$ cat config.mk
export PLATFORM = sky130hd
export DESIGN_NAME = panel_scanner
export DESIGN_NICKNAME = d
export VERILOG_FILES = /design/src/rtl/panel_scanner_pkg.sv /design/src/rtl/panel_scanner_bcm_timer.sv /design/src/rtl/panel_scanner.sv
export SDC_FILE = /design/constraint.sdc
export NUM_CORES = 1
export LEC_CHECK = 0
export ABC_CLOCK_PERIOD_IN_PS = 3800
export CAP_MARGIN = 20
export CORE_UTILIZATION = 56
export CTS_CLUSTER_SIZE = 40
export DETAILED_ROUTE_END_ITERATION = 10
export HOLD_SLACK_MARGIN = 0.05
export PLACE_DENSITY_LB_ADDON = 0.08
export SYNTH_ARGS = -nofsm -noshare
export SYNTH_HDL_FRONTEND = slang
export SYNTH_SLANG_ARGS = --single-unit
$ cat constraint.sdc
create_clock -name i_clk -period 3.8 [get_ports i_clk]
set_input_delay 0.76 -clock i_clk [delete_from_list [all_inputs] [get_ports i_clk]]
set_output_delay 0.76 -clock i_clk [all_outputs]
set_load 0.05 [all_outputs]
$ cat src/rtl/panel_scanner_pkg.sv
// Shared types and helpers for the HUB75 panel scanner.
// States, plane count, RGB565 field layout and address packing.
package panel_scanner_pkg;

    typedef enum logic [2:0] {
        IDLE,
        FETCH,
        LATCH,
        SETTLE,
        SHOW
    } scan_state_e;

    localparam int PLANES = 5;

    localparam int R_MSB = 15;
    localparam int R_LSB = 11;
    localparam int G_MSB = 10;
    localparam int G_LSB = 6;
    localparam int B_MSB = 4;
    localparam int B_LSB = 0;

    // Pack {half, row, col} into a pixel RAM address.
    function automatic logic [11:0] pix_addr(
        input logic       half,
        input logic [4:0] row,
        input logic [5:0] col
    );
        return {half, row, col};
    endfunction

    // Pick bit p of each 5-bit colour field; green drops its LSB.
    function automatic logic [2:0] plane_bits(
        input logic [15:0] d,
        input logic [2:0]  p
    );
        logic [4:0] r;
        logic [4:0] g;
        logic [4:0] b;
        r = d[R_MSB:R_LSB] >> p;
        g = d[G_MSB:G_LSB] >> p;
        b = d[B_MSB:B_LSB] >> p;
        return {r[0], g[0], b[0]};
    endfunction

endpackage

$ cat src/rtl/panel_scanner_bcm_timer.sv
// Loadable down-counter for the settle and display windows.
// o_done is high on the last cycle of a loaded window of N cycles.
module bcm_timer
    import panel_scanner_pkg::*;
#(
    parameter int WIDTH = 8
) (
    input  logic             i_clk,
    input  logic             i_reset,
    input  logic             i_load,
    input  logic [WIDTH-1:0] i_value,
    output logic             o_done
);

    logic [WIDTH-1:0] cnt_q;
    logic [WIDTH-1:0] cnt_d;

    // Load takes priority; otherwise count down and rest at zero.
    always_comb begin
        cnt_d = cnt_q;
        if (i_load) begin
            cnt_d = i_value;
        end else if (cnt_q != '0) begin
            cnt_d = cnt_q - 1'b1;
        end
    end

    // Counter register.
    always_ff @(posedge i_clk) begin
        if (i_reset) begin
            cnt_q <= '0;
        end else begin
            cnt_q <= cnt_d;
        end
    end

    assign o_done = (cnt_q == WIDTH'(1));

endmodule

$ cat src/rtl/panel_scanner.sv
// Frame scanner: reads the pixel RAM and drives a 64x64 HUB75
// panel at 1/32 scan with 5-plane binary-code modulation.
module panel_scanner
    import panel_scanner_pkg::*;
#(
    parameter int COLS       = 64,
    parameter int HALF_ROWS  = 32,
    parameter int BASE_TICKS = 8,
    parameter int DEAD_TICKS = 2
) (
    input  logic        i_clk,
    input  logic        i_reset,
    input  logic        i_enable,
    output logic [11:0] o_r_addr,
    output logic        o_r_enable,
    input  logic [15:0] i_r_data,
    output logic [2:0]  o_rgb_top,
    output logic [2:0]  o_rgb_bot,
    output logic [4:0]  o_row_addr,
    output logic        o_panel_clk,
    output logic        o_latch,
    output logic        o_oe_n,
    output logic        o_frame_done
);

    localparam int TW = $clog2((BASE_TICKS << (PLANES - 1)) + 1);
    localparam logic [5:0] COL_LAST   = 6'(COLS - 1);
    localparam logic [4:0] ROW_LAST   = 5'(HALF_ROWS - 1);
    localparam logic [2:0] PLANE_LAST = 3'(PLANES - 1);

    scan_state_e state_q, state_d;
    logic [5:0]  col_q, col_d;
    logic [1:0]  phase_q, phase_d;
    logic [4:0]  row_q, row_d;
    logic [2:0]  plane_q, plane_d;
    logic [4:0]  row_addr_q, row_addr_d;
    logic [2:0]  top_bits_q, top_bits_d;
    logic [2:0]  top_hold_q, top_hold_d;
    logic [2:0]  bot_hold_q, bot_hold_d;
    logic        frame_done_q, frame_done_d;

    logic          tmr_load;
    logic [TW-1:0] tmr_value;
    logic          tmr_done;

    bcm_timer #(
        .WIDTH (TW)
    ) u_timer (
        .i_clk   (i_clk),
        .i_reset (i_reset),
        .i_load  (tmr_load),
        .i_value (tmr_value),
        .o_done  (tmr_done)
    );

    // Next-state logic: column walk, plane/row advance, timer loads.
    always_comb begin
        state_d      = state_q;
        col_d        = col_q;
        phase_d      = phase_q;
        row_d        = row_q;
        plane_d      = plane_q;
        row_addr_d   = row_addr_q;
        top_bits_d   = top_bits_q;
        top_hold_d   = top_hold_q;
        bot_hold_d   = bot_hold_q;
        frame_done_d = 1'b0;
        tmr_load     = 1'b0;
        tmr_value    = '0;
        unique case (state_q)
            IDLE: begin
                if (i_enable) begin
                    state_d = FETCH;
                    col_d   = '0;
                    phase_d = '0;
                end
            end
            FETCH: begin
                phase_d = phase_q + 2'd1;
                if (phase_q == 2'd1) begin
                    top_bits_d = plane_bits(i_r_data, plane_q);
                end
                if (phase_q == 2'd2) begin
                    top_hold_d = top_bits_q;
                    bot_hold_d = plane_bits(i_r_data, plane_q);
                end
                if (phase_q == 2'd3) begin
                    col_d = col_q + 6'd1;
                    if (col_q == COL_LAST) begin
                        col_d   = '0;
                        state_d = LATCH;
                    end
                end
            end
            LATCH: begin
                row_addr_d = row_q;
                state_d    = SETTLE;
                tmr_load   = 1'b1;
                tmr_value  = TW'(DEAD_TICKS);
            end
            SETTLE: begin
                if (tmr_done) begin
                    state_d   = SHOW;
                    tmr_load  = 1'b1;
                    tmr_value = TW'(BASE_TICKS) << plane_q;
                end
            end
            SHOW: begin
                if (tmr_done) begin
                    if (plane_q == PLANE_LAST) begin
                        plane_d = '0;
                        if (row_q == ROW_LAST) begin
                            row_d        = '0;
                            frame_done_d = 1'b1;
                        end else begin
                            row_d = row_q + 5'd1;
                        end
                    end else begin
                        plane_d = plane_q + 3'd1;
                    end
                    col_d   = '0;
                    phase_d = '0;
                    state_d = i_enable ? FETCH : IDLE;
                end
            end
            default: begin
                state_d = IDLE;
            end
        endcase
    end

    // State and datapath registers.
    always_ff @(posedge i_clk) begin
        if (i_reset) begin
            state_q      <= IDLE;
            col_q        <= '0;
            phase_q      <= '0;
            row_q        <= '0;
            plane_q      <= '0;
            row_addr_q   <= '0;
            top_bits_q   <= '0;
            top_hold_q   <= '0;
            bot_hold_q   <= '0;
            frame_done_q <= 1'b0;
        end else begin
            state_q      <= state_d;
            col_q        <= col_d;
            phase_q      <= phase_d;
            row_q        <= row_d;
            plane_q      <= plane_d;
            row_addr_q   <= row_addr_d;
            top_bits_q   <= top_bits_d;
            top_hold_q   <= top_hold_d;
            bot_hold_q   <= bot_hold_d;
            frame_done_q <= frame_done_d;
        end
    end

    // Panel and RAM outputs decoded from the registered state.
    always_comb begin
        o_r_addr    = '0;
        o_r_enable  = 1'b0;
        o_panel_clk = 1'b0;
        o_latch     = 1'b0;
        o_oe_n      = 1'b1;
        o_rgb_top   = top_hold_q;
        o_rgb_bot   = bot_hold_q;
        unique case (state_q)
            FETCH: begin
                unique case (phase_q)
                    2'd0: begin
                        o_r_addr   = pix_addr(1'b0, row_q, col_q);
                        o_r_enable = 1'b1;
                    end
                    2'd1: begin
                        o_r_addr   = pix_addr(1'b1, row_q, col_q);
                        o_r_enable = 1'b1;
                    end
                    2'd2: begin
                        o_rgb_top = top_bits_q;
                        o_rgb_bot = plane_bits(i_r_data, plane_q);
                    end
                    default: begin
                        o_panel_clk = 1'b1;
                    end
                endcase
            end
            LATCH: begin
                o_latch = 1'b1;
            end
            SHOW: begin
                o_oe_n = 1'b0;
            end
            default: begin
                o_oe_n = 1'b1;
            end
        endcase
    end

    assign o_row_addr   = row_addr_q;
    assign o_frame_done = frame_done_q;

endmodule
Word-level counts from Yosys, hierarchy flattened. Cells that the tools add are included. W data, S select, Z words.

Equality and inequality tests: 16. Shift operators: 4. Divide/modulo/power cells: 0. Bitwise operators: 3. Multiply operators: 0. Reductions and logical operators: 14. Multiplexer cells: 36. Order comparisons: 0. Add/sub/neg operators: 5.

Operator list (count): $mux W3 (10); $mux W6 (4); $mux W8 (3); $pmux W12 S2 (1); $pmux W6 S3 (1); $pmux W8 S2 (1); $pmux W3 S5 (1); $shr A5 B3 Y1 (3); $mux W12 (1); $ne A2 B2 Y1 const B (5); $mux W1 (9); $eq A8 B1 Y1 const B (1); $reduce_bool A8 Y1 (1); $shl A4 B3 Y8 const A (1); $sub A8 B1 Y8 const B (1); $add A6 B1 Y6 const B (1); $eq A3 B2 Y1 const B (2); $eq A3 B3 Y1 const B (2); $eq A6 B6 Y1 const B (1); $pmux W2 S3 (1); $reduce_and A3 Y1 (2); $add A5 B1 Y5 const B (1); $eq A5 B5 Y1 const B (1); $mux W5 (1); 18 further kinds (23).

Memories kept: 0. Bits in latches: 0. Output and inout port bits: 28. Memory bits (writable): 0. Flip-flop bits (word level): 42. ROM bits: 0. Word-level logic and storage cells: 89.

Depth between registers and ports, before layout. Gate-level depths: netlist of run 1.

Word-level depth: 4. Mapped depth: 8.

By module. Synthesis of run 1 repeated with hierarchy kept, for this count alone.

Cell total of the unflattened synthesis: 277. Area total of the unflattened synthesis: 2477.4 sq um.

Modules (own cells, without submodules): panel_scanner (times used 1, area an instance 1969.4 sq um, cells an instance 224, seq. area each 680.7 sq um); bcm_timer (times used 1, area an instance 508.0 sq um, cells an instance 53, seq. area each 160.2 sq um).

Worst setup path after synthesis of run 1. No wires, ideal clock.

Kind: reg-to-output. From: reg state_q[0]. To: out o_r_addr[10]. Data arrival time: 2037 ps. Path slack: 1003 ps. Cell stages (with the launch flop): 5. Cells stage by stage: dfxtp_1 > nor3b_2 > o21a_1 > clkbuf_1 > and2_1.

Word-level cells in the longest chain between the ends: 2.

RTL lines: start, declared (RTL line panel_scanner.sv:31) `scan_state_e state_q, state_d;`; start signal, assigned (RTL line panel_scanner.sv:146) `state_q <= state_d;`; $eq A3 B1 Y1 (RTL line panel_scanner.sv:168) `unique case (state_q)`; $mux W12 (RTL line panel_scanner.sv:168); end, declared (RTL line panel_scanner.sv:14) `output logic [11:0] o_r_addr,`.

Every way passes these cells.

Worst setup path after layout of run 1.
From: in i_r_data[14]. To: out o_rgb_bot[2].

Word-level cells in the longest chain between the ends: 3.

RTL lines: start, declared (RTL line panel_scanner.sv:16) `input logic [15:0] i_r_data,`; $shr A5 B3 Y1 (RTL line panel_scanner_pkg.sv:39) `r = d[R_MSB:R_LSB] >> p;`; $mux W3 (RTL line panel_scanner.sv:170) `unique case (phase_q)`; $mux W3 (RTL line panel_scanner.sv:168); end, declared (RTL line panel_scanner.sv:18) `output logic [2:0] o_rgb_bot,`.

Every way passes these cells.

==> summary.md, run 1 <==
| Metric | Value |
|---|---|
| Worst Hold Class | `reg -> reg` |
| Ant. Diodes | `0` |
| Clock latency on the worst-skew pair | `0.29 ns` |
| Minimum clock period | `~3.6 ns` |
| CP max FO | `3` |
| # Post-CTS Setup Buffers | `0` |
| TritonCTS clock tree | `yes` |
| GPL Wtd Cong | `slightly above 0.8` |
| P_sw | `around 0.00043 W` |
| Final #Nets | `approximately 360` |
| Worst Setup Start Kind | `input pin` |
| Remaining global-route overflow | `0` |
| Pin count of the biggest net entering global routing | `17` |
| Max-slew violation count | `0` |
| Post-synth EDFFs | `0` |
| Drt first pass iters | `4` |
| Maximum clock frequency | `0.281 GHz` |
| Relative slew slack | `0.526` |
| Fillcell total | `360` |
| Setup CP Type | `in -> out` |
| Reg clk slew, reported paths | `~0.07 ns` |
| Clock sink count | `42` |
| Drt wl/cell | `14.5 um` |
| Status | `finished clean` |
| Final setup viols | `0` |
| CTS root buf | `clkbuf_8` |
| Syn Inst Count | `roughly 290` |
| Initial Util | `0.579` |
| Reg2Reg Setup Slack | `around 1.7 ns` |
| Clock power frac | `0.230` |
| Synthesized-area fraction occupied by adder cells | `0.0794` |
| Power consumption | `roughly 0.0012 W` |
| Unrepaired setup endpoints after global routing | `false` |
| Comb pwr share | `0.329` |
| Via density per instance | `~5.8` |
| Flop pwr share | `0.441` |
| Synth cell types | `between 60 and 70` |
| Final Hold Fails | `0` |
| Async S/R FF share, synth | `0` |
| Register area | `~840 um2` |
| Core Region | `4350 um2` |
| Final Skew | `0.00452 ns` |
| Cts hold-fix bufs | `0` |
| Seq/Total Area, Yosys | `0.333` |
| Post-layout util | `0.708` |
| Row count | `24` |
| Xor/xnor cell area share of the yosys netlist | `0.0104` |
| CP required | `3.04 ns` |
| Cts bufs inserted | `5` |
| M2 GR Usage | `0.433` |
| # IOs | `47` |
| Layout cells sized above 1 | `0.107` |
| CP Capture Type | `output pin` |
| Pwr dens | `400 nW/um2` |
| Post-cts resize count | `0` |
| Yosys reg bits | `42` |
| Final wirelength | `between 5000 and 6000 um` |
| Syn nets | `320` |
| DRT iter0 DRCs | `just over 100` |
| Port Buffers | `45` |
| Slew @ Worst Pin | `approximately 0.71 ns` |
| Synth Area in Simple Gates | `0.275` |
| Area taken by multi-input logic gates | `1540 um2` |
| Die H | `69.1 um` |
| Initial antenna violation count | `0` |
| Max cap viols | `0` |
| Clock buffer depth | `2` |
| Peak supply drop | `between 0.4 and 0.5 mV` |
| DR vias | `2190` |
| Setup TNS | `0 ns` |
| DRC errors left | `0` |
| Global routing usage on met3 | `0.0526` |
| Post-DP HPWL | `4020 um` |
| Synth warn | `0` |
| Switching share of power | `0.345` |
| Largest family of logic cells by synthesized area | `simple AND/OR/NAND/NOR gates` |
| Die area | `about 4800 um2` |
| Synth Area in Compound Gates | `0.191` |
| Final ANT Viol Nets | `0` |
| Global-route wire length before repair | `between 9000 and 10000 um` |
| Final period utilization | `0.938` |
| Gr busiest metal | `met2` |
| Die width | `a little under 70 um` |
| Met1 usage | `0.292` |
| Lkg Pwr | `1.16 nW` |
| Mux contribution to synthesized area | `0.0561` |
| Mapped Area | `around 2500 um2` |
| Internal power consumption | `around 0.0008 W` |
| P&R area growth vs syn | `22.3%` |
| Ys flop type | `dfxtp_1` |
| Vias in the first global route | `about 2100` |
| Mean post-synth cell area | `about 9 um2` |
| # H-tree levels | `2` |
| All-Layer GR Usage | `0.244` |
| Critical path arrival | `about 2.8 ns` |
## registers in the layout, summed over array words and instances, names as in the netlist
register,flops
o_frame_done,1
phase_q,2
bot_hold_q,3
u_timer.cnt_q,8
row_q,5
col_q,6
state_q,3
top_bits_q,3
o_row_addr,5
plane_q,3
top_hold_q,3
## stage by stage
step           hold slack [ns]  instance area, um2  cells  setup slack (ns)
4_1_cts                  0.460                3080    380             0.234
6_report                 0.456                3080    380             0.235
2_1_floorplan            0.454                2520    285              1.00
3_5_place_dp             0.449                3000    374             0.236
3_3_place_gp             0.445                3000    374             0.305
5_1_grt                  0.481                3080    380             0.207
## area by class of cell
type,count,share of cell area
Tap cell,52,0.0211
Clock buffer,6,0.0268
Inverter,15,0.0183
Multi-Input combinational cell,214,0.501
Timing Repair Buffer,51,0.161
Sequential cell,42,0.273
## per-layer routing
| metal | share of wire | vias to the layer above |
|---|---|---|
| met3 | 0.029 | 7 |
| met1 | 0.45 | 1025 |
| met5 | 0 | - |
| met2 | 0.51 | 40 |
| met4 | 0.012 | 0 |
| li1 | - | 1118 |
## cells in the mapped netlist, drive strengths merged (3+ instances only)
master / count / share of area
dfxtp: 42 / 0.33
a21oi: 30 / 0.060
and2: 20 / 0.050
nand2: 20 / 0.030
nor2: 18 / 0.027
ha: 16 / 0.079
o21ai: 15 / 0.034
inv: 14 / 0.021
nand3: 8 / 0.016
buf: 7 / 0.020
clkbuf: 6 / 0.0089
nor3: 6 / 0.016
nor4: 6 / 0.027
a31oi: 5 / 0.012
and3: 5 / 0.013
nand4: 5 / 0.018
nor3b: 5 / 0.026
mux2i: 4 / 0.016
or3: 4 / 0.011
a211oi: 3 / 0.0089
a22oi: 3 / 0.0089
mux2: 3 / 0.013
mux4: 3 / 0.027
or4: 3 / 0.010
xnor2: 3 / 0.010
## cell usage in the layout (no fill, tap or decap), types with 4 or more instances in the layout
master,netlist,layout
a21oi_1,30,30
a31oi_1,5,5
and2_1,19,19
and3_1,4,4
buf_4,1,6
clkbuf_8,0,6
clkdlybuf4s50_1,0,45
dfxtp_1,42,42
ha_1,16,16
inv_1,14,14
mux2i_1,4,4
nand2_1,20,20
nand3_1,8,8
nand4_1,4,4
nor2_1,18,18
nor3_1,5,5
nor4_1,4,4
o21ai_0,14,14
## power groups by stage
stage	registers, W	logic [W]	clock network [W]
global placement	0.000550	0.000395	0
finish	0.000543	0.000406	0.000283
CTS	0.000543	0.000407	0.000294
detailed placement	0.000551	0.000402	0
floorplan	0.000540	0.000340	0
global route	0.000550	0.000441	0.000311
## final timing paths
path                                       start            end  cells past startpoint
worst min register to register     o_row_addr[3]  o_row_addr[3]                      2
worst max register to register  u_timer.cnt_q[1]       col_q[0]                      6
worst min-delay path               o_row_addr[3]  o_row_addr[3]                      2
worst max-delay path                i_r_data[14]   o_rgb_bot[2]                      5
## logic make-up after synthesis
family,count (synthesis)
compound gates,75
xor+xnor,3
fa+ha+maj,16
buf+inv,29
flops,42
mux,10
simple gates,110
## critical path, cell delays in order
cell	delay [ns]
clkdlybuf4s50_1	0.39
mux4_2	0.48
a22oi_1	0.31
a21oi_1	0.14
clkdlybuf4s50_1	0.73
No activity file was read; power rests on OpenSTA's default activity.
==> inputs of run 2 (changes only) <==
- PLACE_DENSITY: unset -> 0.85
- PLACE_DENSITY_LB_ADDON: 0.08 -> unset
==> summary.md, run 2 (same netlist as run 1, synthesis figures left out) <==
| Metric | Value |
|---|---|
| Initial Util | `0.579 (unchanged)` |
| Remaining global-route overflow | `0 (unchanged)` |
| All-Layer GR Usage | `0.245 (+0.00115)` |
| Worst Hold Class | `reg -> reg` |
| Pwr dens | `403 nW/um2 (+0.79%)` |
| Layout cells sized above 1 | `0.120 (+0.0134)` |
| DRC errors left | `0 (unchanged)` |
| Via density per instance | `5.83 (+1.2%)` |
| Final Skew | `0.00408 ns (-0.000437 ns)` |
| Final setup viols | `0 (unchanged)` |
| Max cap viols | `0 (unchanged)` |
| Row count | `24 (unchanged)` |
| # IOs | `47 (unchanged)` |
| Minimum clock period | `3.50 ns (-0.0668 ns)` |
| Die width | `69.1 um (unchanged)` |
| Vias in the first global route | `2006 (-2.3%)` |
| DR vias | `2245 (+2.5%)` |
| Ant. Diodes | `0 (unchanged)` |
| TritonCTS clock tree | `yes` |
| Die area | `4780 um2 (unchanged)` |
| Setup TNS | `0 ns (unchanged)` |
| Cts hold-fix bufs | `0 (unchanged)` |
| CP Capture Type | `output pin` |
| Peak supply drop | `0.356 mV (-11%)` |
| Worst Setup Start Kind | `input pin` |
| Post-placement cell area | `3020 um2 (+0.75%)` |
| DRT iter0 DRCs | `149 (+45%)` |
| Final #Nets | `367 (+0.82%)` |
| Relative slew slack | `0.554 (+0.0284)` |
| Reg2Reg Setup Slack | `1.70 ns (-0.02 ns)` |
| Global-route wire length before repair | `9380 um (unchanged)` |
| Initial antenna violation count | `0 (unchanged)` |
| Post-DP HPWL | `4170 um (+3.9%)` |
| # Post-CTS Setup Buffers | `0 (unchanged)` |
| Final wirelength | `5610 um (+1.9%)` |
| Most flops, register | `u_timer.cnt_q` |
| Slew @ Worst Pin | `0.664 ns (-0.0454 ns)` |
| Port Buffers | `45 (unchanged)` |
| Post-cts resize count | `0 (unchanged)` |
| GPL Wtd Cong | `0.879 (+5.9%)` |
| Unrepaired setup endpoints after global routing | `false` |
| Most frequent cells in the layout | `45 x clkdlybuf4s50_1, 42 x dfxtp_1, 30 x a21oi_1` |
| Max-slew violation count | `0 (unchanged)` |
| Reg clk slew, reported paths | `0.08 ns (about the same)` |
| Lkg Pwr | `1.17 nW (+1.3%)` |
| Drt first pass iters | `4 (unchanged)` |
| Final period utilization | `0.921 (-0.0176)` |
| Cts bufs inserted | `5 (unchanged)` |
| Design area | `3110 um2 (+0.97%)` |
| Clock latency on the worst-skew pair | `0.30 ns (about the same)` |
| CP required | `3.04 ns (about the same)` |
| Core Region | `4350 um2 (unchanged)` |
| P&R area growth vs syn | `23.5%` |
| Setup CP Type | `in -> out` |
| Drt wl/cell | `14.6 um (+0.58%)` |
| Clock sink count | `42 (unchanged)` |
| Post-layout util | `0.715 (+0.00690)` |
| CP max FO | `2 (-1)` |
| Maximum clock frequency | `0.286 GHz (+1.9%)` |
| Clock buffer depth | `2 (unchanged)` |
| Max FFs per register | `8 (unchanged)` |
| Final Hold Fails | `0 (unchanged)` |
| Final ANT Viol Nets | `0 (unchanged)` |
| Critical path arrival | `2.74 ns (-0.06 ns)` |
| Most common cell after layout, fill and taps aside | `clkdlybuf4s50_1` |
| CTS root buf | `clkbuf_8` |
| # H-tree levels | `2 (unchanged)` |
| Die H | `69.1 um (unchanged)` |
| Status | `finished clean` |
| Largest regs | `u_timer.cnt_q: 8 flops, col_q: 6 flops` |
| Pin count of the biggest net entering global routing | `30 (+13)` |
==> run 2: cell count changes in the layout (fill, tap and decap cells not counted), sizes merged <==
cell	previous run	this run
clkbuf	6	5
clkinvlp	0	1
clkinv	1	3
buf	6	9
==> run 2: where the power goes <==
| group | leakage, nW | switching, W | internal [W] |
|---|---|---|---|
| clock | 0.0441 | 0.000167 | 0.000129 |
| combinational | 0.786 | 0.000223 | 0.000192 |
| sequential | 0.341 | 0.0000667 | 0.000477 |
| total | 1.17 | 0.000456 | 0.000798 |
==> run 2: metal layers <==
metal	GRT usage	share of wire
met1	0.305	0.45
met3	0.0658	0.043
met5	0	0
met2	0.401	0.48
met4	0.0952	0.019
==> run 2: worst paths after layout <==
path,startpoint,end,cells past startpoint
hold reg to reg,o_row_addr[4],o_row_addr[4],2
setup reg to reg,u_timer.cnt_q[1],row_q[2],6
hold / removal,o_row_addr[4],o_row_addr[4],2
setup / recovery,i_r_data[9],o_rgb_bot[1],5
==> run 2: per-stage QoR <==
step	hold WS [ns]	total power, W	setup WS [ns]	instances
5_1_grt	0.488	0.00133	0.199	385
3_3_place_gp	0.445	0.000947	0.302	377
4_1_cts	0.463	0.00125	0.289	385
6_report	0.463	0.00125	0.302	385
2_1_floorplan	0.454	0.000880	1.00	285
3_5_place_dp	0.451	0.000963	0.290	377
==> run 2: layout make-up <==
class / instances / area (um2)
multi-input cells: 214 / 1540
fillers: 319 / 1240
inverters: 15 / 56.3
repair buffers: 54 / 518
clock buffers: 5 / 68.8
clock inverters: 3 / 21.3
well taps: 52 / 65.1
flip-flops and latches: 42 / 841
==> run 2: worst max-delay path: stages <==
cell and delay [ns]:
clkdlybuf4s50_1 0.39, mux4_2 0.46, a22oi_1 0.28, a21oi_1 0.12, clkdlybuf4s50_1 0.72
==> inputs of run 3 (changes only) <==
- CORE_ASPECT_RATIO: unset -> 0.7
- GPL_TIMING_DRIVEN: unset -> 1
==> summary.md, run 3 (same netlist as run 1, synthesis figures left out) <==
| Metric | Value |
|---|---|
| Most flops, register | `u_timer.cnt_q` |
| Pwr dens | `405 nW/um2 (+0.65%)` |
| CP max FO | `3 (+1)` |
| Max cap viols | `0 (unchanged)` |
| # H-tree levels | `2 (unchanged)` |
| # Post-CTS Setup Buffers | `0 (unchanged)` |
| Largest regs | `u_timer.cnt_q: 8 flops, col_q: 6 flops` |
| Final Skew | `0.0105 ns (+0.00640 ns)` |
| Max FFs per register | `8 (unchanged)` |
| Final period utilization | `0.927 (+0.00693)` |
| CP most frequent cell | `clkdlybuf4s50_1` |
| Core Region | `4330 um2 (-0.57%)` |
| Reg-to-reg startpoint | `u_timer.cnt_q[1]` |
| Met2 WL | `2510 um (-7.2%)` |
| Post-Place Cells | `375 (-0.53%)` |
| Post-layout util | `0.711 (-0.00454)` |
| Initial antenna violation count | `0 (unchanged)` |
| DRC errors left | `0 (unchanged)` |
| Reg clk slew, reported paths | `0.08 ns (about the same)` |
| Reg2Reg Setup Slack | `1.68 ns (-0.02 ns)` |
| CP Capture Type | `output pin` |
| CP max stage delay | `0.73 ns (about the same)` |
| Worst reg2reg endpoint | `row_q[2]` |
| Crit path launch | `i_r_data[9]` |
| # IOs | `47 (unchanged)` |
| Crit path capture | `o_rgb_bot[1]` |
| Final Hold Fails | `0 (unchanged)` |
| P&R area growth vs syn | `22.0%` |
| DRT iter0 DRCs | `186 (+25%)` |
| Initial Util | `0.583 (+0.00335)` |
| Final setup viols | `0 (unchanged)` |
| Clock buffer depth | `2 (unchanged)` |
| Die width | `82.2 um (+19%)` |
| Ant. Diodes | `0 (unchanged)` |
| Placement Setup Slack | `0.272 ns (-0.0174 ns)` |
| GPL Wtd Cong | `0.848 (-3.6%)` |
| Die H | `58.2 um (-16%)` |
| Max-slew violation count | `0 (unchanged)` |
| Die area | `4780 um2 (about the same)` |
| Peak supply drop | `0.306 mV (-14%)` |
| Post-DP HPWL | `4150 um (-0.58%)` |
| Slowest cell on the critical path | `clkdlybuf4s50_1` |
| Most common cell after layout, fill and taps aside | `clkdlybuf4s50_1` |
| Cts hold-fix bufs | `0 (unchanged)` |
| Final #Nets | `362 (-1.4%)` |
| Cts bufs inserted | `5 (unchanged)` |
| Setup CP Type | `in -> out` |
| TritonCTS clock tree | `yes` |
| Drt wl/cell | `14.6 um (+0.16%)` |
| Design area | `3080 um2 (-1.2%)` |
| Minimum clock period | `3.52 ns (+0.0263 ns)` |
| Drt first pass iters | `4 (unchanged)` |
| Port Buffers | `45 (unchanged)` |
| CP Cell Sequence | `clkdlybuf4s50_1, mux4_2, a22oi_1, a21oi_1, clkdlybuf4s50_1` |
| Pin count of the biggest net entering global routing | `17 (-43%)` |
| Met1 WL | `2690 um (+5.4%)` |
| Non-Filler Instances | `383 (-0.52%)` |
| All-Layer GR Usage | `0.257 (+0.0120)` |
| Worst Setup Start Kind | `input pin` |
| Slew @ Worst Pin | `0.713 ns (+0.0489 ns)` |
| Most frequent cells in the layout | `45 x clkdlybuf4s50_1, 42 x dfxtp_1, 30 x a21oi_1` |
| Post-cts resize count | `0 (unchanged)` |
| Unrepaired setup endpoints after global routing | `false` |
| Max layer used | `met4` |
| Setup TNS | `0 ns (unchanged)` |
| CP required | `3.04 ns (about the same)` |
| Lkg Pwr | `1.15 nW (-2.1%)` |
| Row count | `20 (-17%)` |
| Post-placement cell area | `2990 um2 (-1.1%)` |
| Worst Hold Class | `reg -> reg` |
| Remaining global-route overflow | `0 (unchanged)` |
| Wire length on met3 | `323 um (+32%)` |
| Via density per instance | `5.87 (+0.61%)` |
| Global-route wire length before repair | `9370 um (-0.15%)` |
| Relative slew slack | `0.523 (-0.0307)` |
| Layout cells sized above 1 | `0.104 (-0.0165)` |
| Clock sink count | `42 (unchanged)` |
| Cell count of the worst reg-to-reg path | `6 (unchanged)` |
| Maximum clock frequency | `0.284 GHz (-0.75%)` |
| DR vias | `2247 (+0.089%)` |
| Final ANT Viol Nets | `0 (unchanged)` |
| Final wirelength | `5590 um (-0.36%)` |
| Status | `finished clean` |
| Setup ws final | `0.276 ns (-0.0263 ns)` |
| Critical path arrival | `2.76 ns (+0.02 ns)` |
| Vias in the first global route | `1986 (-1.0%)` |
| Clock latency on the worst-skew pair | `0.30 ns (about the same)` |
| CTS root buf | `clkbuf_8` |
run 3: cell types whose count changed in the layout (fill, tap and decap cells not counted), sizes merged:
cell / before / now
buf: 9 / 4
clkbuf: 5 / 6
clkinvlp: 1 / 0
run 3: stage by stage:
stage | power, W | hold slack (ns)
after global routing | 0.00132 | 0.490
final | 0.00125 | 0.458
after detailed placement | 0.000959 | 0.451
after global placement | 0.000949 | 0.443
after CTS | 0.00124 | 0.462
after floorplan | 0.000880 | 0.454
run 3: layout make-up:
type,instances,area (um2)
Timing Repair Buffer,49,480
Tap cell,55,68.8
Fill cell,355,1250
Multi-Input combinational cell,214,1540
Clock inverter,2,13.8
Clock buffer,6,72.6
Inverter,15,56.3
Sequential cell,42,841
run 3: how the worst min path moves through the flow:
stage             startpoint       endpoint  slack [ns]  depth (start not counted)
2_1_floorplan       row_q[3]  o_row_addr[3]        0.45                          2
3_3_place_gp   o_row_addr[4]  o_row_addr[4]        0.44                          2
3_5_place_dp   o_row_addr[1]  o_row_addr[1]        0.45                          2
4_1_cts        o_row_addr[1]  o_row_addr[1]        0.46                          2
5_1_grt        o_row_addr[2]  o_row_addr[2]        0.49                          2
6_report       o_row_addr[0]  o_row_addr[0]        0.46                          2
run 3: report_power, final:
group          switching (W)  leakage, nW  total [W]  internal [W]
sequential         0.0000712        0.341   0.000548      0.000477
clock               0.000160       0.0452   0.000289      0.000130
combinational       0.000220        0.760   0.000410      0.000190
total               0.000450         1.15    0.00125      0.000797
run 3: metal layers:
metal  vias to the layer above  track usage
met1                      1054        0.361
met4                         0       0.0652
met5                         -            0
met3                         7       0.0504
li1                       1115            -
met2                        71        0.403
run 3: critical path: cells and delay by family:
family,cells,cell delay (ns)
multiplexers,1,0.46
AO/OA/AOI/OAI,2,0.42
buffers and inverters,2,1.12
==> RTL change, RTL diff (config.mk and constraints of run 1) <==
The package constant `B_MSB` goes from 4 to 2.
--- a/src/rtl/panel_scanner_pkg.sv
+++ b/src/rtl/panel_scanner_pkg.sv
@@ -18,3 +18,3 @@
     localparam int G_LSB = 6;
-    localparam int B_MSB = 4;
+    localparam int B_MSB = 2;
     localparam int B_LSB = 0;
Check against the original RTL: same outputs for any inputs over 10 cycles, from zero or initial values and one cycle with i_reset high; that may be too few to reach the edited logic, so the function may still have changed.
==> RTL change against run 1 <==
Largest cell class unchanged; final area is 4.5% lower; first-iteration DRC count is 82% higher; count of clock-buffer cells in the layout is 1 lower; sequential cell count stayed put; worst setup slack better by 0.042 ns; die area is 4.7% lower; routed wire length is 4.8% lower; maximum frequency is 1.2% higher; power is 5.0% lower; area after synthesis is 4.9% lower; critical path depth stayed put; sequential share of layout area is 1.3 points higher; highest routed layer unchanged; synthesized cell count is 1.8% lower.
==> RTL change: results (changes against run 1) <==
Synth
  • Synth unique cells: 49 (-21%)
  • Main flop type after synthesis: dfxtp_1
  • Synth Net Count: 315 (-1.6%)
  • Synth top cells by count: dfxtp_1, a21oi_1, nand2_1
  • Sequential area share after synthesis: 35.0% (+1.7 points)
  • Ranking of synthesized cells by area: dfxtp_1, ha_1, a21oi_1

Finish
  • Number of diodes: 0 (unchanged)
  • Layout cells sized above 1: 8.18% (-2.5 points)
  • Final #Nets: 352 (-3.3%)
  • Filler cells: 315 (-13%)

Setup path
  • Crit path DAT: 2.76 ns (-0.04 ns)
  • Critical Path Start: i_r_data[12]
  • Critical Path Sink: o_rgb_bot[2]
  • Worst path slowest cell: clkdlybuf4s50_1
  • Worst flop-to-flop path endpoint: row_q[2]
  • R2R Setup Slk: 1.45 ns (-0.27 ns)
  • Largest stage delay, worst path: approximately 0.7 ns

Run status
  • Outcome: finished, final reports clean

Place
  • Dpl hpwl: 3780 um (-5.9%)
  • Port buffer count: 43 (-4.4%)
  • Global placer's final weighted congestion: 0.820 (-1.2%)
  • Post-Place Setup Slack: 0.257 ns (+0.0204 ns)
  • DP Area: 2850 um2 (-5.0%)

Hold path
  • Class of the worst hold path: reg -> reg
  • Hold Crit Depth: 2 (unchanged)

Global routing
  • GR Layer Usage met1: 33.6% (+4.5 points)
  • Largest net degree at the start of global routing: 21 (+4)
  • Met3 usage: 4.22% (-1.0 points)
  • GR Util met2: 40.2% (-3.0 points)
  • GRT Util Overall: 24.7% (+0.35 points)
  • Number of global-route vias before repair: 1,860 (-9.4%)
  • First-pass GRT wire length: 8540 um (-9.0%)

CTS
  • CTS buffer count: 5 (unchanged)
  • Clk root buf: clkbuf_8
  • Worst-path clk slew: 0.09 ns (+0.02 ns)

Route
  • Initial DRC count: 187 (+82%)
  • Via count: 2,156 (-1.6%)
  • Final WL: 5240 um (-4.8%)

Power and ir drop
  • Pint: 771 uW (-4.5%)
  • Worst VDD drop: 242 uV (-40%)
  • Leak: 1.09 nW (-5.3%)

STA
  • Skew final: 0.00485 ns (+0.000326 ns)
  • Slew @ Worst Pin: 0.800 ns (+0.0904 ns)
  • Final setup margin: 0.277 ns (+0.0418 ns)
[RTL change: changes by cell type in the layout (fill, tap and decap cells not counted), sizes merged, moves of 3 or more]
cell	change
a21oi	-4
buf	-3
mux2i	+3
nand3b	+3
[RTL change: critical path: cells and delay by family]
family                 cells  cell delay [ns]
buffers and inverters      2             1.13
multiplexers               1             0.46
AO/OA/AOI/OAI              2             0.42
[RTL change: cell type report]
class | count | area share (%)
repair buffers | 46 | 15.4
inverters | 12 | 1.53
clock inverters | 3 | 0.850
well taps | 50 | 2.12
flip-flops and latches | 42 | 28.5
clock buffers | 5 | 2.34
multi-input cells | 210 | 49.2
[RTL change: cell families (layout without fill, tap and decap cells)]
kind of cell               Yosys count  in the layout  synth area share (%)
and+or+nand+nor                    113            113                  27.6
AOI/OAI and AO/OA                   66             66                  17.2
DFF                                 42             42                  35.0
buffers and inverters               28             66                  4.54
adders and majority gates           16             16                  8.34
muxes                               12             12                  6.20
xor gates and xnor gates             3              3                  1.10
[RTL change: worst min path at each step]
| stage | start | endpoint | slack, ns |
|---|---|---|---|
| global route | o_row_addr[1] | o_row_addr[1] | 0.48 |
| global placement | o_row_addr[4] | o_row_addr[4] | 0.46 |
| finish | o_row_addr[1] | o_row_addr[1] | 0.46 |
| floorplan | top_bits_q[0] | top_bits_q[0] | 0.45 |
| detailed placement | o_row_addr[1] | o_row_addr[1] | 0.45 |
| CTS | o_row_addr[1] | o_row_addr[1] | 0.47 |
[RTL change: through the flow]
stage	power (mW)	std cells	utilization, %
2_1_floorplan	0.795	280	-
3_3_place_gp	0.867	360	70.3
6_report	1.17	368	72.6
4_1_cts	1.17	368	72.6
5_1_grt	1.24	368	72.6
3_5_place_dp	0.874	360	70.3
[RTL change: power groups by stage]
stage          logic (mW)  clock network [mW]  registers, mW
6_report            0.350               0.303          0.518
5_1_grt             0.388               0.327          0.524
4_1_cts             0.350               0.307          0.517
3_5_place_dp        0.347                   0          0.527
3_3_place_gp        0.341                   0          0.525
2_1_floorplan       0.282                   0          0.513
[RTL change: metal layers]
layer	share of wire [%]	routed length [um]
met1	48	2510
met3	5.3	278
met4	0.55	29
met2	46	2430
met5	0	0
